`config.mk`:
```
export PLATFORM = sky130hd
export DESIGN_NAME = score_keeper
export DESIGN_NICKNAME = d
export VERILOG_FILES = /design/src/rtl/score_keeper.sv
export SDC_FILE = /design/constraint.sdc
export NUM_CORES = 1
export LEC_CHECK = 0
export CORE_ASPECT_RATIO = 0.7
export CORE_MARGIN = 2
export CORE_UTILIZATION = 49
export CTS_CLUSTER_SIZE = 20
export DETAILED_ROUTE_END_ITERATION = 6
export PLACE_DENSITY = 0.76
export SYNTH_ARGS = -nofsm -noshare
export SYNTH_HDL_FRONTEND = slang
export SYNTH_SLANG_ARGS = --single-unit
```
`constraint.sdc`:
```
create_clock -name clk_i -period 2.41 [get_ports clk_i]
set_clock_uncertainty 0.05 [all_clocks]
set_input_delay 0.482 -clock clk_i [delete_from_list [all_inputs] [get_ports clk_i]]
set_output_delay 0.482 -clock clk_i [all_outputs]
set_load 0.05 [all_outputs]
```
`src/rtl/score_keeper.sv`:
```
// Scores each light flick against keypad presses: hit/miss counts, reaction time
// and game-over/win status for one game started by a start pulse.
//
//  state      | meaning
//  -----------+-----------------------------------------------------------
//  IDLE       | no game since reset
//  ARM        | game started, waiting for the lights to go dark
//  WAIT_LIGHT | dark, waiting for the next flick
//  LIT        | flick on, reaction timer running, waiting for a key
//  JUDGED     | flick already scored, waiting for the lights to go dark
//  DONE       | game finished, results held until start or reset
module score_keeper #(
  parameter int PASS_MISSES = 5,
  parameter int RT_W        = 28
) (
  input  logic            clk_i,
  input  logic            reset_i,
  input  logic            start_i,
  input  logic            deathmatch_i,
  input  logic [5:0]      total_points_i,
  input  logic [8:0]      lights_i,
  input  logic            key_valid_i,
  input  logic [3:0]      key_code_i,
  output logic [5:0]      hits_o,
  output logic [5:0]      misses_o,
  output logic [5:0]      flicks_o,
  output logic [RT_W-1:0] last_rt_o,
  output logic            hit_pulse_o,
  output logic            miss_pulse_o,
  output logic            busy_o,
  output logic            game_over_o,
  output logic            win_o,
  output logic            lights_err_o
);

  typedef enum logic [2:0] {
    IDLE       = 3'd0,
    ARM        = 3'd1,
    WAIT_LIGHT = 3'd2,
    LIT        = 3'd3,
    JUDGED     = 3'd4,
    DONE       = 3'd5
  } state_t;

  localparam logic [5:0] PASS_M = 6'(PASS_MISSES);

  state_t          state_q, state_d;
  logic [5:0]      hits_q, hits_d;
  logic [5:0]      misses_q, misses_d;
  logic [5:0]      flicks_q, flicks_d;
  logic [5:0]      total_q, total_d;
  logic [RT_W-1:0] last_rt_q, last_rt_d;
  logic [RT_W-1:0] rt_q, rt_d;
  logic [RT_W-1:0] rt_inc;
  logic [3:0]      target_q, target_d;
  logic            dm_q, dm_d;
  logic            win_q, win_d;
  logic            err_q, err_d;
  logic            hit_pulse_q, hit_pulse_d;
  logic            miss_pulse_q, miss_pulse_d;
  logic            busy_q, busy_d;
  logic            game_over_q, game_over_d;
  logic            resolve;
  logic [5:0]      miss_res;
  logic            lights_multi;
  logic [3:0]      lights_low;

  function automatic logic [5:0] sat_inc(input logic [5:0] v);
    return (v == 6'h3f) ? v : v + 6'd1;
  endfunction

  always_comb begin
    lights_low = 4'd0;
    for (int i = 8; i >= 0; i--) begin
      if (lights_i[i]) lights_low = 4'(i);
    end
  end

  assign lights_multi = (lights_i & (lights_i - 9'd1)) != 9'd0;
  assign rt_inc       = (rt_q == '1) ? rt_q : rt_q + RT_W'(1);

  always_comb begin
    state_d      = state_q;
    hits_d       = hits_q;
    misses_d     = misses_q;
    flicks_d     = flicks_q;
    total_d      = total_q;
    last_rt_d    = last_rt_q;
    rt_d         = rt_q;
    target_d     = target_q;
    dm_d         = dm_q;
    win_d        = win_q;
    err_d        = err_q | lights_multi;
    hit_pulse_d  = 1'b0;
    miss_pulse_d = 1'b0;
    resolve      = 1'b0;
    miss_res     = misses_q;

    if (start_i) begin
      hits_d    = '0;
      misses_d  = '0;
      flicks_d  = '0;
      last_rt_d = '0;
      rt_d      = '0;
      err_d     = 1'b0;
      win_d     = 1'b0;
      total_d   = total_points_i;
      dm_d      = deathmatch_i;
      state_d   = ARM;
    end else begin
      unique case (state_q)
        IDLE: ;
        ARM: begin
          if (lights_i == 9'd0) begin
            if (total_q == 6'd0) begin
              state_d = DONE;
              win_d   = 1'b1;
            end else begin
              state_d = WAIT_LIGHT;
            end
          end
        end
        WAIT_LIGHT: begin
          if (lights_i != 9'd0) begin
            target_d = lights_low;
            flicks_d = sat_inc(flicks_q);
            rt_d     = '0;
            state_d  = LIT;
          end
        end
        LIT: begin
          rt_d = rt_inc;
          // A key in the same cycle the light drops is still judged as a press.
          if (key_valid_i) begin
            if (key_code_i == target_q) begin
              hits_d      = sat_inc(hits_q);
              last_rt_d   = rt_inc;
              hit_pulse_d = 1'b1;
            end else begin
              misses_d     = sat_inc(misses_q);
              miss_pulse_d = 1'b1;
            end
            state_d = JUDGED;
          end else if (lights_i == 9'd0) begin
            misses_d     = sat_inc(misses_q);
            miss_pulse_d = 1'b1;
            miss_res     = sat_inc(misses_q);
            resolve      = 1'b1;
          end
        end
        JUDGED: begin
          if (lights_i == 9'd0) resolve = 1'b1;
        end
        DONE: ;
        default: state_d = IDLE;
      endcase

      if (resolve) begin
        if ((dm_q && miss_res != 6'd0) || flicks_q == total_q) begin
          state_d = DONE;
          win_d   = dm_q ? (miss_res == 6'd0) : (miss_res <= PASS_M);
        end else begin
          state_d = WAIT_LIGHT;
        end
      end
    end

    busy_d      = (state_d == ARM) || (state_d == WAIT_LIGHT) ||
                  (state_d == LIT) || (state_d == JUDGED);
    game_over_d = (state_d == DONE);
  end

  always_ff @(posedge clk_i) begin
    if (reset_i) begin
      state_q      <= IDLE;
      hits_q       <= '0;
      misses_q     <= '0;
      flicks_q     <= '0;
      total_q      <= '0;
      last_rt_q    <= '0;
      rt_q         <= '0;
      target_q     <= '0;
      dm_q         <= 1'b0;
      win_q        <= 1'b0;
      err_q        <= 1'b0;
      hit_pulse_q  <= 1'b0;
      miss_pulse_q <= 1'b0;
      busy_q       <= 1'b0;
      game_over_q  <= 1'b0;
    end else begin
      state_q      <= state_d;
      hits_q       <= hits_d;
      misses_q     <= misses_d;
      flicks_q     <= flicks_d;
      total_q      <= total_d;
      last_rt_q    <= last_rt_d;
      rt_q         <= rt_d;
      target_q     <= target_d;
      dm_q         <= dm_d;
      win_q        <= win_d;
      err_q        <= err_d;
      hit_pulse_q  <= hit_pulse_d;
      miss_pulse_q <= miss_pulse_d;
      busy_q       <= busy_d;
      game_over_q  <= game_over_d;
    end
  end

  assign hits_o       = hits_q;
  assign misses_o     = misses_q;
  assign flicks_o     = flicks_q;
  assign last_rt_o    = last_rt_q;
  assign hit_pulse_o  = hit_pulse_q;
  assign miss_pulse_o = miss_pulse_q;
  assign busy_o       = busy_q;
  assign game_over_o  = game_over_q;
  assign win_o        = win_q;
  assign lights_err_o = err_q;

endmodule

```
==> impl_metrics.env <==
export IMPL_grt_ovfl_total=0
export IMPL_period_share=0.971
export IMPL_ys_seq_area_frac=0.380
export IMPL_synth_simple_area_share=0.246
export IMPL_cts_sinks=94
export IMPL_cp_data_arrival_time_ns=2.54
export IMPL_yosysWarnings=0
export IMPL_yosys_top_cells_count="dfxtp_1 (94), nor2_1 (62), nand2_1 (58)"
export IMPL_setup_viol=0
export IMPL_path_clk_slew_ns=0.07
export IMPL_fin_crit_ns=2.34
export IMPL_synth_top_family_by_area="simple AND/OR/NAND/NOR gates"
export IMPL_grt_pass1_vias=4662
export IMPL_drtIter0Drc=423
export IMPL_cts_root_buffer="clkbuf_16"
export IMPL_clk_latency_ns=0.35
export IMPL_synth_fa_ha_area_frac=0.0142
export IMPL_p_clk_frac=0.488
export IMPL_ys_seq_elements=94
export IMPL_slew_viol_final=0
export IMPL_cpLargestDelayFamily="simple AND/OR/NAND/NOR gates"
export IMPL_cp_num_buf_inv=3
export IMPL_synth_edf_count=0
export IMPL_p_per_area_nw_per_um2=521
export IMPL_initial_core_util=0.507
export IMPL_drc=0
export IMPL_cts_tree="done"
export IMPL_finalHoldViolations=0
export IMPL_p_leak_nw=2.45
export IMPL_switching_power_uw=746
export IMPL_wl_per_cell_um=17.0
export IMPL_vdd_drop_max_v=0.000377
export IMPL_min_delay_path_depth=2
export IMPL_endpoint_kind="flop"
export IMPL_power_mw=3.48
export IMPL_via_per_inst=5.96
export IMPL_place_gp_congestion=0.961
export IMPL_fin_hold_ws_ns=0.414
export IMPL_critical_path_slowest_cell="or4_4"
export IMPL_place_inst=837
export IMPL_worstMarginPinSlew_ns=0.564
export IMPL_first_pass_iters=5
export IMPL_die_x_um=124
export IMPL_fp_row_count=30
export IMPL_combinationalPowerShare=0.060
export IMPL_routed_wl_um=14600
export IMPL_die_area_um2=10900
export IMPL_yosys_most_used_dff="dfxtp_1"
export IMPL_syn_area_per_cell_um2=8.16
export IMPL_hold_path_class="flop to flop"
export IMPL_reg2reg_to="state_q[1]"
export IMPL_synthDistinctLibCells=66
export IMPL_max_freq_mhz=427
export IMPL_nets=753
export IMPL_dpl_hpwl_um=10200
export IMPL_synth_area_um2=4950
export IMPL_layout_drive_gt1_share=0.164
export IMPL_path_max_fanout=5
export IMPL_p_int_mw=2.73
export IMPL_r2r_start="state_q[0]"
export IMPL_pin_count=76
export IMPL_r2r_cells=6
export IMPL_min_from="target_q[0]"
export IMPL_vias=5114
export IMPL_critPathLaunchType="input port"
export IMPL_grt_max_degree=27
export IMPL_synth_compound_area_frac=0.209
export IMPL_cts_htree_levels=3
export IMPL_cap_viol_max_count=0
export IMPL_yosysTopAreaCellShare=0.380
export IMPL_fin_cells=858
export IMPL_ys_top_cells_by_area="dfxtp_1 (38%), a21oi_1 (5.2%), o21ai_0 (5.1%)"
export IMPL_crit_top_cell="buf_4"
export IMPL_regToRegSetupSlack_ns=0.13
export IMPL_crit_chain="clkdlybuf4s50_1 -> or4_4 -> nor4_4 -> buf_4 -> buf_4 -> mux2i_1 -> nand3_1 -> nand4b_1 -> o31ai_1"
export IMPL_grt_total_usage=0.265
export IMPL_synthToLayoutAreaGrowth_pct=35.0
export IMPL_synth_async_sr_flop_share=0
export IMPL_synthXorXnorAreaFrac=0.0779
export IMPL_syn_inst=606
export IMPL_swShare=0.214
export IMPL_status="completed"
export IMPL_cts_buffers=9
export IMPL_syn_nets=634
export IMPL_power_share_sequential=0.452
export IMPL_core_um2=9760
export IMPL_postRouteAntennaNets=0
export IMPL_crit_type="input port to flop"
export IMPL_critical_path_max_stage_delay_ns=0.49
export IMPL_yosysMostFrequentCell="dfxtp_1"
export IMPL_antenna_found_initial=0
export IMPL_cts_max_path_buffers=2
export IMPL_synth_area_mux_share=0.0329
export IMPL_hold_path_end="target_q[0]"
export IMPL_portBuffers=75
export IMPL_grt_pass1_wl_um=22600
export IMPL_antenna_cells=0
export IMPL_die_y_um=88.1
export IMPL_crit_required_ns=2.61
export IMPL_rsz0062_at_grt="true"
export IMPL_yosys_area_top_type="dfxtp_1"
export IMPL_final_setup_tns_ns=0
export IMPL_ctsHoldBuffers=0
export IMPL_slew_headroom=0.620
-- logic make-up (layout without fill, tap and decap cells) --
logic type,after synthesis,after routing
and+or+nand+nor,233,233
AOI/OAI and AO/OA,167,168
DFF,94,94
buffers and inverters,46,169
xor gates and xnor gates,44,44
muxes,16,16
adders and majority gates,6,6
-- sequential cells by signal (all words and copies together), names as in the netlist, 3 cells and up --
| name | flops |
|---|---|
| last_rt_o | 28 |
| rt_q | 28 |
| flicks_o | 6 |
| hits_o | 6 |
| misses_o | 6 |
| total_q | 6 |
| target_q | 4 |
| state_q | 3 |
-- metal layers --
metal | vias to the layer above | share of wire | global-route usage
li1 | 2436 | - | -
met1 | 2432 | 0.46 | 0.379
met2 | 226 | 0.44 | 0.396
met3 | 20 | 0.085 | 0.0638
met4 | 0 | 0.011 | 0.0776
met5 | - | 0 | 0
-- through the flow --
step	utilization	instance area [µm²]	setup slack (ns)
finish	0.684	6680	0.0694
global route	0.684	6680	-0.0438
CTS	0.676	6590	0.0288
detailed placement	0.635	6200	-0.545
global placement	0.635	6200	-0.396
floorplan	-	4950	0.0286
-- timing repair --
item	CTS	global route
buffers inserted	3	1
resized for setup	12	16
cloned	0	1
setup endpoints to repair	10	15
pin swaps	6	6
-- placed cells by master (no fill, tap or decap), types with 5 or more instances in the layout --
master           synthesis  final
inv_1                   12     12
nor4_1                   8      5
a21oi_1                 51     51
and3_1                  12     12
a211oi_1                 8      8
xor2_1                  16     16
and4_1                   7      7
and2_1                   8      8
xnor2_1                 28     28
mux2i_1                 14     13
dlygate4sd2_1            0      6
nand3_1                 18     18
nand2b_1                 5      5
dfxtp_1                 94     94
clkdlybuf4s50_1          0     66
nor2_1                  62     61
nor3_1                  15     13
a31oi_1                 19     19
buf_4                    0     63
nand4_1                 12     12
o21ai_0                 50     49
clkbuf_16                0      9
nand2_1                 58     57
-- power groups by stage --
stage	Sequential (mW)	Clock, mW	Combinational (mW)
6_report	1.57	1.70	0.209
5_1_grt	1.57	1.78	0.223
4_1_cts	1.57	1.72	0.200
3_5_place_dp	1.61	0	0.201
3_3_place_gp	1.61	0	0.196
2_1_floorplan	1.61	0	0.0889
-- worst max path at each step --
stage | from | end | slack [ns] | cells after the start
5_1_grt | lights_i[4] | busy_o | -0.04 | 7
2_1_floorplan | lights_i[0] | state_q[1] | 0.03 | 6
4_1_cts | lights_i[4] | win_o | 0.03 | 9
3_5_place_dp | lights_i[0] | win_o | -0.55 | 9
3_3_place_gp | lights_i[0] | win_o | -0.40 | 9
6_report | lights_i[4] | win_o | 0.07 | 9
-- layout make-up --
class / instances / area [µm²]
clock inverters: 5 / 104
multi-input cells: 467 / 2970
well taps: 128 / 160
inverters: 12 / 45.0
repair buffers: 141 / 1260
flip-flops and latches: 94 / 1880
clock buffers: 11 / 253
fillers: 812 / 3080
-- worst min-delay path: stages, from the launching register on --
cell	delay, ns
dfxtp_1	0.32
nand2_1	0.05
a21oi_1	0.05
Power figures use the tool's default switching activity.
